<file path="src/rtl/hazard1_shift_issue.sv">
// -----------------------------------------------------------------------------
// hazard1_shift_issue
//
// Issue/result stage wrapped around an external combinational barrel shifter.
// RV32I/Zbb shift ops (SLL/SRL/SRA/ROL/ROR) arrive over a valid/ready port,
// are decoded and registered into S1 (which drives the shifter controls), and
// the shifter output is captured into the S2 result register for writeback.
// Two stages, one op per cycle, full backpressure support.
//
// Ports
//   clk, rst             clock, asynchronous active-high reset
//   flush                synchronous kill of every in-flight op
//   in_valid/in_ready    request handshake
//   in_funct3            instr[14:12] (001 left, 101 right)
//   in_f7b30, in_f7b29   instr[30], instr[29] (arith / Zbb rotate select)
//   in_rs1, in_shamt     operand and shift amount
//   in_tag               opaque tag carried with the op
//   sh_din .. sh_arith   registered S1 controls to the shifter
//   sh_dout              combinational shifter result for the sh_* inputs
//   out_valid/out_ready  result handshake
//   out_result           shift result (0 for illegal encodings)
//   out_illegal          op was an illegal encoding
//   out_tag              tag of the result
// -----------------------------------------------------------------------------
module hazard1_shift_issue #(
  parameter int TAG_W      = 5,
  parameter bit ENABLE_ROT = 1'b1
) (
  input  logic             clk,
  input  logic             rst,
  input  logic             flush,
  input  logic             in_valid,
  output logic             in_ready,
  input  logic [2:0]       in_funct3,
  input  logic             in_f7b30,
  input  logic             in_f7b29,
  input  logic [31:0]      in_rs1,
  input  logic [4:0]       in_shamt,
  input  logic [TAG_W-1:0] in_tag,
  output logic [31:0]      sh_din,
  output logic [4:0]       sh_shamt,
  output logic             sh_right,
  output logic             sh_rotate,
  output logic             sh_arith,
  input  logic [31:0]      sh_dout,
  output logic             out_valid,
  input  logic             out_ready,
  output logic [31:0]      out_result,
  output logic             out_illegal,
  output logic [TAG_W-1:0] out_tag
);

  typedef enum logic [2:0] {
    OP_SLL,
    OP_SRL,
    OP_SRA,
    OP_ROL,
    OP_ROR,
    OP_ILL
  } op_e;

  // S1 payload: everything the shifter and S2 need for one op.
  typedef struct packed {
    logic [31:0]      din;
    logic [4:0]       shamt;
    logic             right;
    logic             rotate;
    logic             arith;
    logic             illegal;
    logic [TAG_W-1:0] tag;
  } s1_t;

  // S2 payload: the writeback result.
  typedef struct packed {
    logic [31:0]      result;
    logic             illegal;
    logic [TAG_W-1:0] tag;
  } s2_t;

  op_e  dec_op;
  s1_t  dec_s1;

  logic s1_valid_q, s1_valid_d;
  s1_t  s1_q, s1_d;
  logic out_valid_q, out_valid_d;
  s2_t  s2_q, s2_d;

  logic s1_go;
  logic accept;

  // ---------------------------------------------------------------------------
  // Decode. Rotates are only legal when the Zbb rotate support is enabled.
  // ---------------------------------------------------------------------------
  always_comb begin
    // NOTE: every combinational output gets a default first so no path through
    // the case leaves it unassigned, which would infer a latch.
    dec_op = OP_ILL;
    case ({in_funct3, in_f7b30, in_f7b29})
      {3'b001, 2'b00}: dec_op = OP_SLL;
      {3'b101, 2'b00}: dec_op = OP_SRL;
      {3'b101, 2'b10}: dec_op = OP_SRA;
      {3'b001, 2'b11}: dec_op = ENABLE_ROT ? OP_ROL : OP_ILL;
      {3'b101, 2'b11}: dec_op = ENABLE_ROT ? OP_ROR : OP_ILL;
      default:         dec_op = OP_ILL;
    endcase
  end

  // Illegal ops present an all-zero control word to the shifter; only the
  // illegal flag and tag travel on.
  always_comb begin
    dec_s1         = '0;
    dec_s1.tag     = in_tag;
    dec_s1.illegal = (dec_op == OP_ILL);
    if (dec_op != OP_ILL) begin
      dec_s1.din    = in_rs1;
      dec_s1.shamt  = in_shamt;
      dec_s1.right  = in_funct3[2];
      dec_s1.rotate = (dec_op == OP_ROL) || (dec_op == OP_ROR);
      dec_s1.arith  = (dec_op == OP_SRA);
    end
  end

  // ---------------------------------------------------------------------------
  // Pipeline control. S1 can move on whenever S2 is empty or draining, so
  // in_ready depends only on state and out_ready, never on in_*.
  // ---------------------------------------------------------------------------
  assign s1_go    = !out_valid_q || out_ready;
  assign in_ready = !s1_valid_q || s1_go;
  assign accept   = in_valid && in_ready && !flush;

  always_comb begin
    s1_valid_d  = s1_valid_q;
    s1_d        = s1_q;
    out_valid_d = out_valid_q;
    s2_d        = s2_q;

    // S2: capture the shifter output for the op currently held in S1.
    if (s1_valid_q && s1_go) begin
      out_valid_d    = 1'b1;
      s2_d.result    = s1_q.illegal ? 32'h0 : sh_dout;
      s2_d.illegal   = s1_q.illegal;
      s2_d.tag       = s1_q.tag;
    end else if (out_ready) begin
      out_valid_d    = 1'b0;
    end

    // S1: take a new op, or empty out once the held op has moved to S2.
    if (accept) begin
      s1_valid_d = 1'b1;
      s1_d       = dec_s1;
    end else if (s1_go) begin
      s1_valid_d = 1'b0;
    end

    // Flush kills both stages; data registers keep whatever they hold.
    if (flush) begin
      s1_valid_d  = 1'b0;
      out_valid_d = 1'b0;
    end
  end

  always_ff @(posedge clk or posedge rst) begin
    if (rst) begin
      s1_valid_q  <= 1'b0;
      s1_q        <= '0;
      out_valid_q <= 1'b0;
      s2_q        <= '0;
    end else begin
      // NOTE: state registers use non-blocking assignments so every flop
      // samples pre-edge values regardless of statement order.
      s1_valid_q  <= s1_valid_d;
      s1_q        <= s1_d;
      out_valid_q <= out_valid_d;
      s2_q        <= s2_d;
    end
  end

  // ---------------------------------------------------------------------------
  // Outputs straight from registers.
  // ---------------------------------------------------------------------------
  assign sh_din      = s1_q.din;
  assign sh_shamt    = s1_q.shamt;
  assign sh_right    = s1_q.right;
  assign sh_rotate   = s1_q.rotate;
  assign sh_arith    = s1_q.arith;

  assign out_valid   = out_valid_q;
  assign out_result  = s2_q.result;
  assign out_illegal = s2_q.illegal;
  assign out_tag     = s2_q.tag;

endmodule

</file>
<file path="config.mk">
export PLATFORM = sky130hd
export DESIGN_NAME = hazard1_shift_issue
export DESIGN_NICKNAME = d
export VERILOG_FILES = /design/src/rtl/hazard1_shift_issue.sv
export SDC_FILE = /design/constraint.sdc
export NUM_CORES = 1
export LEC_CHECK = 0
export ABC_AREA = 1
export CORE_MARGIN = 10
export CORE_UTILIZATION = 68
export DETAILED_ROUTE_END_ITERATION = 7
export DONT_BUFFER_PORTS = 1
export PLACE_DENSITY_LB_ADDON = 0.08
export SLEW_MARGIN = 10
export SYNTH_ARGS = -nofsm -noshare
export SYNTH_HDL_FRONTEND = slang
export SYNTH_SLANG_ARGS = --single-unit
</file>
<file path="constraint.sdc">
create_clock -name clk -period 5.1 [get_ports clk]
set_input_delay 0.51 -clock clk [delete_from_list [all_inputs] [get_ports clk]]
set_output_delay 0.51 -clock clk [all_outputs]
set_load 0.02 [all_outputs]
</file>
======== Word level (Yosys, flattened, before mapping) ========
Cells that the tools add are included.
word-level totals
  output and inout bits ................... 80
  bits in registers ....................... 86
  bits of input ports ..................... 84
  RAM bits ................................ 0
  memories ................................ 0
  latch bits .............................. 0
  bits in read-only memories .............. 0
  word-level logic and storage cells ...... 42
operators by class
  multipliers ............................. 0
  order comparisons ....................... 0
  bitwise gates (word level) .............. 0
  add/sub/neg operators ................... 0
  eq/ne operators ......................... 10
  div/mod/pow operators ................... 0
  reductions and logical operators ........ 11
  multiplexer cells ....................... 9
  shift-type cells ........................ 0
operator list
  kind                                                                    number
  40-bit two-way mux                                                      1
  32-bit two-way mux                                                      1
  5-bit equality test (second input constant)                             3
  3-bit case mux with 5 select lines                                      1
  5-bit by 3-bit equality test with 1-bit output (second input constant)  2
  3-bit by 2-bit equality test with 1-bit output (second input constant)  2
  3-bit equality test (second input constant)                             2
  1-bit two-way mux                                                       6
  3-bit nonzero test                                                      2
  1-bit logical AND                                                       3
  1-bit zero test                                                         3
  1-bit logical OR                                                        3
  3-bit != test (second input constant)                                   1

======== Logic depth before layout (Yosys ltp) ========
Gate-level depths: netlist (run 1).
  depth in word-level cells ............... 7
  mapped depth ............................ 8

======== Worst setup path after synthesis (run 1) ========
OpenSTA, ideal clock, no wires.
  kind .................................... input port to output port
  from .................................... input out_ready
  to ...................................... output in_ready
  path buffers ............................ 1
  cell stages on the path ................. 3
  data arrival time ....................... 0.862 ns
  path slack .............................. 3.728 ns
  path through ............................ inv_1 > nand3_2 > buf_2
on the way
  word-level cells in the longest chain between the ends .. 2
ends and longest elaborated chain
  element           RTL line  text
  start, declared   47        input logic out_ready,
  1-bit logical OR  127       assign s1_go = !out_valid_q || out_ready;
  1-bit logical OR  128       assign in_ready = !s1_valid_q || s1_go;
  end, declared     33        output logic in_ready,
Every way passes these cells.

======== Final worst setup path (run 1) ========
  from .................................... register out_valid_q (netlist: out_valid)
  to ...................................... register s1_q[5] (netlist bit)
on the way
  word-level cells in the longest chain between the ends .. 5
ends and longest elaborated chain
  element                          RTL line  text
  start, declared                  85        logic out_valid_q, out_valid_d;
  start signal, assigned           173       out_valid_q <= out_valid_d;
  1-bit zero test                  127
  1-bit logical OR                 127
  1-bit logical OR                 128
  net in_ready                     33
  1-bit logical AND (2 in series)  129       assign accept = in_valid && in_ready && !flush;
  end signal, assigned             165       s1_q <= '0;
  end signal, assigned             172       s1_q <= s1_d;
  end, declared                    84        s1_t s1_q, s1_d;
The timed path passes the listed nets, and every way through them passes these cells.
A chain may end at the register's enable or synchronous reset.

==> run summary, run 1 <==
Grt ovf: 0
Post-CTS setup buffer count: 0
Most frequent cells in the layout: nand2_1, dfrtp_1, inv_1
Seq cells post-synth: 86
Most common cell after layout, fill and taps aside: nand2_1
Final Hold Viols: 0
Worst EP required: 5.32 ns
Outcome: complete, no violations
Clock power share: 0.298
CTS Buffer Depth: 2
GRT Overall Usage: 0.190
Arrival @ worst endpoint: 2.40 ns
Pin count of the biggest net entering global routing: 74
DR vias: 2600
FP Rows: 27
Layout cells sized above 1: 0.0559
Slew margin rel.: 0.404
Post-synth cell types: 16
Worst skew pair latency: 0.34 ns
Hold endpoint: out_valid
WL final: 8.59 mm
Die area: 9160 sq um
Final critical-path required period: 2.19 ns
HPWL Detailed: 6.32 mm
Multi-input logic area: 1160 sq um
First-pass GRT wire length: 13.4 mm
R2R Path Start: out_valid
Reg2Reg Capture Point: s1_q[5]
CP Capture Type: register
Max Cap Violations: 0
Pins over their slew limit: 0
Finished Layout Cells: 519
Total leakage power: 2.27 nW
Fin crit share: 0.428
Power per Cell Area: 386 nW/um^2
DRC Markers: 0
Hold path depth: 1
Clk pin slew, worst setup/hold paths: 0.08 ns
Die height: 95.7 microns
Starting DRT DRC Count: 117
Post-CTS sizing: 0
Net Switching: 454 uW
Pint: 1.01 mW
Synthesized Nets: 569
Post-Place Cells: 503
Type of the worst setup path: register to register
Switching portion of total power: 0.310
CTS tree: yes
Nets: 527
Clock H-tree levels: 3
Crit path max fanout: 71
Setup_tns: 0 ns
Area Growth Syn to Fin: -2.44%
DR pass1 iterations: 4
Post-synthesis sequential area ratio: 0.553
Core area: 5540 sq um
Ports: 164
Worst Hold Class: input port to register
Register-to-Register Setup Slack: 2.91 ns
Cell area after synthesis: 3890 sq um
# clock sinks: 86
Syn Area/Cell: 8.03 sq um
Worst-Margin Slew: 0.894 ns
Skew final: 0.00757 ns
Hold_sp: flush
Vias/cell: 5.01
Worst VDD drop: 233 uV
Comb pwr share: 0.088
Synth warnings: 0
PortBufs: 0
RePlAce Congestion: 0.857
Vias in the first global route: 2603
Initial antenna violation count: 0
Fill cells: 461
Max Clock Freq: 458 MHz
Register Area: 2150 sq um
Initial core utilization: 0.703
Flop pwr share: 0.615
Final-report setup violation count: 0
RSZ-0062 raised after global routing: false
R2R cell count: 6
Total CTS buffers: 9
Startpoint Class: register
Die Wd: 95.7 microns
WL/cell: 16.6 microns
Antenna cells: 0
Gate Count Post-Synth: 485
Clk root buf: clkbuf_8
Antenna-violating nets left: 0
==> state kept, by name (all words and copies together), names as in the netlist <==
signal	flops
out_result	32
sh_din	32
s1_q	6
out_tag	5
sh_shamt	5
out_illegal	1
out_valid	1
s1_valid_q	1
sh_arith	1
sh_right	1
sh_rotate	1
==> stage by stage <==
| step | instance area (sq um) | total power, mW | hold slack [ns] | worst slack, ns | util |
|---|---|---|---|---|---|
| 2_1_floorplan | 3890 | 1.03 | 0.449 | 2.37 | - |
| 3_3_place_gp | 3610 | 1.04 | 0.321 | 2.95 | 0.651 |
| 3_5_place_dp | 3610 | 1.05 | 0.324 | 2.89 | 0.651 |
| 4_1_cts | 3800 | 1.48 | 0.205 | 2.89 | 0.686 |
| 5_1_grt | 3800 | 1.55 | 0.195 | 2.69 | 0.686 |
| 6_report | 3800 | 1.47 | 0.220 | 2.91 | 0.686 |
==> cell type report <==
class / count / area share
well taps: 72 / 0.0237
clock buffers: 12 / 0.0435
flip-flops and latches: 86 / 0.566
repair buffers: 3 / 0.00659
inverters: 50 / 0.0497
clock inverters: 3 / 0.00494
multi-input cells: 293 / 0.305
==> worst max path at each step <==
stage,start,to,slack (ns)
after floorplan,rst,out_illegal,2.37
after detailed placement,out_ready,s1_q[5],2.89
after global placement,out_ready,s1_q[5],2.95
after CTS,out_valid,s1_q[5],2.89
after global routing,out_valid,out_result[6],2.69
final,out_valid,s1_q[5],2.91
==> layer usage <==
layer	vias to the layer above	wire [microns]	GRT usage
li1	1309	-	-
met1	1179	3210	0.224
met2	100	4260	0.301
met3	12	952	0.0786
met4	0	164	0.0835
met5	-	0	0
==> critical path: stages, from the launching register on <==
cell,delay [ns]
dfrtp_1,0.50
nand3_2,0.34
nand2_2,0.13
buf_4,0.53
inv_2,0.23
nand2_2,0.22
o21ai_1,0.09
==> power by group through the flow <==
| stage | clock (mW) | sequential (mW) | combinational, mW |
|---|---|---|---|
| floorplan | 0 | 0.863 | 0.170 |
| global placement | 0 | 0.915 | 0.124 |
| detailed placement | 0 | 0.916 | 0.130 |
| CTS | 0.448 | 0.904 | 0.131 |
| global route | 0.488 | 0.911 | 0.155 |
| finish | 0.436 | 0.901 | 0.128 |
==> synthesized netlist by cell type <==
master,instances,share of area
nor2_4,1,0.0029
nand3_2,1,0.0026
buf_2,13,0.017
buf_6,2,0.0058
nor2_1,32,0.031
nand2_2,3,0.0048
buf_4,41,0.079
inv_1,48,0.046
a21oi_1,2,0.0026
nand3_1,13,0.017
o21ai_1,6,0.0077
o21ai_0,7,0.0090
nand3b_1,1,0.0019
inv_2,2,0.0019
nand2_1,227,0.22
dfrtp_1,86,0.55
==> what timing repair did <==
action | in CTS | in global routing
hold buffers | 1 | 0
setup endpoints to repair | 0 | 0
hold endpoints to repair | 13 | 0
==> logic make-up (layout without fill, tap and decap cells) <==
group | count (synthesis) | after routing | synth area share
simple gates | 278 | 278 | 0.279
compound gates | 15 | 15 | 0.0193
buf+inv | 106 | 68 | 0.150
flops | 86 | 86 | 0.553
Note: power is estimated with default switching activity, not from simulation.
==> run 2: changes to the inputs <==
Settings changed: CORE_UTILIZATION 68 to 63.
Clock period 5.1 ns to 2.2 ns, I/O delays scaled along.
==> run summary, run 2 (synthesis gave the netlist of run 1 again) <==
Post-CTS sizing: 0
Fin crit share: 0.748
Die area: 9730 sq um
CTS Buffer Depth: 2
Layout cells sized above 1: 0.0638
First-pass GRT wire length: 14.9 mm
Pins over their slew limit: 0
R2R Path Start: out_valid
Critical Path Start: out_valid
Outcome: complete, no violations
CP Capture Type: register
DR pass1 iterations: 5
Most used cell, CP: nand2_2
Area Growth Syn to Fin: 7.81%
Clk pin slew, worst setup/hold paths: 0.08 ns
Max Clock Freq: 607 MHz
Most common cell after layout, fill and taps aside: nand2_1
GRT Overall Usage: 0.187
Power per Cell Area: 841 nW/um^2
Fill cells: 494
Worst-Margin Slew: 0.777 ns
RSZ-0062 raised after global routing: false
Final critical-path required period: 1.65 ns
DRC Markers: 0
PortBufs: 0
HPWL Detailed: 6.47 mm
R2R cell count: 5
Total leakage power: 2.43 nW
Core area: 5960 sq um
Vias/cell: 5.00
Clock H-tree levels: 3
Clk root buf: clkbuf_8
Most frequent cells in the layout: nand2_1, dfrtp_1, inv_1
# clock sinks: 86
Final Hold Viols: 0
Worst path cell trace: nand3_2, nand2_2, inv_2, nand2_2, o21ai_1
Startpoint Class: register
Max Cap Violations: 0
Worst skew pair latency: 0.34 ns
Crit path max fanout: 23
Worst Hold Class: input port to register
Slew margin rel.: 0.481
Antenna-violating nets left: 0
DR vias: 2807
Ports: 164
Vias in the first global route: 2795
Hold_sp: in_tag[4]
Starting DRT DRC Count: 179
Type of the worst setup path: register to register
Die height: 98.6 microns
Total Power: 3.53 mW
Nets: 565
Total CTS buffers: 9
Register Area: 2150 sq um
FP Rows: 28
Antenna cells: 0
Multi-input logic area: 1160 sq um
Arrival @ worst endpoint: 1.86 ns
Reg2Reg Capture Point: s1_q[5]
Worst VDD drop: 584 uV
Die Wd: 98.6 microns
Initial antenna violation count: 0
WL/cell: 16.3 microns
Initial core utilization: 0.654
Final-report setup violation count: 0
CP endpoint: s1_q[5]
CTS tree: yes
Setup_tns: 0 ns
Crit-path max cell delay: 0.53 ns
Crit path max-delay cell type: dfrtp_1
WL final: 9.16 mm
RePlAce Congestion: 0.832
Grt ovf: 0
Register-to-Register Setup Slack: 0.55 ns
Skew final: 0.00863 ns
Worst EP required: 2.41 ns
Pin count of the biggest net entering global routing: 50
-- run 2: cell types whose count changed in the layout (fill, tap and decap cells not counted) --
cell / before / now
clkinv_2: 3 / 0
clkbuf_8: 12 / 9
clkbuf_1: 0 / 1
dlygate4sd3_1: 1 / 33
clkinvlp_4: 0 / 3
clkinv_4: 1 / 2
buf_4: 2 / 7
buf_12: 0 / 1
bufinv_16: 0 / 1
inv_6: 0 / 1
-- run 2: layer usage --
metal	routed length [microns]	part of all wire	GRT usage
met3	1040	0.11	0.0901
met4	164	0.018	0.0673
met5	0	0	0
met1	3410	0.37	0.215
met2	4540	0.50	0.298
-- run 2: worst min path at each step --
| stage | to | slack, ns | cells past startpoint |
|---|---|---|---|
| final | s1_q[4] | 0.02 | 2 |
| after CTS | s1_q[2] | 0.001 | 2 |
| after floorplan | out_valid | 0.28 | 1 |
| after global routing | out_result[1] | 0.002 | 2 |
| after global placement | out_tag[1] | 0.27 | 1 |
| after detailed placement | s1_q[2] | 0.26 | 1 |
-- run 2: critical path, delay by kind of cell (launching register included) --
family	cells	cell delay, ns
simple gates	3	0.72
compound gates	1	0.09
buf+inv	1	0.19
flops	1	0.53
-- run 2: stage by stage --
step	hold slack, ns	instances	util	setup WS (ns)	area [sq um]
2_1_floorplan	0.283	485	-	0.986	3900
3_3_place_gp	0.266	512	0.616	0.621	3670
3_5_place_dp	0.265	512	0.616	0.552	3670
4_1_cts	0.00129	561	0.705	0.533	4200
5_1_grt	0.00221	561	0.705	0.419	4200
6_report	0.0155	561	0.705	0.554	4200
-- run 2: power breakdown --
group | switching (mW) | leakage (nW) | internal [mW] | total, mW
Combinational | 0.213 | 1.20 | 0.145 | 0.358
Sequential | 0.337 | 1.14 | 1.75 | 2.09
Clock | 0.555 | 0.0931 | 0.533 | 1.09
-- run 2: final cells by class --
class	instances	area share
inverter	50	0.0456
tap	75	0.0223
sequential	86	0.513
clock inverter	6	0.0170
timing repair buffer	41	0.0959
multi-input combinational	293	0.276
clock buffer	10	0.0304
-- run 2: timing repair --
action / 4_1_cts / 5_1_grt
endpoints found under the hold margin: 67 / 0
buffers inserted: 0 / 0
hold buffers: 33 / 0
setup endpoints to repair: 0 / 0
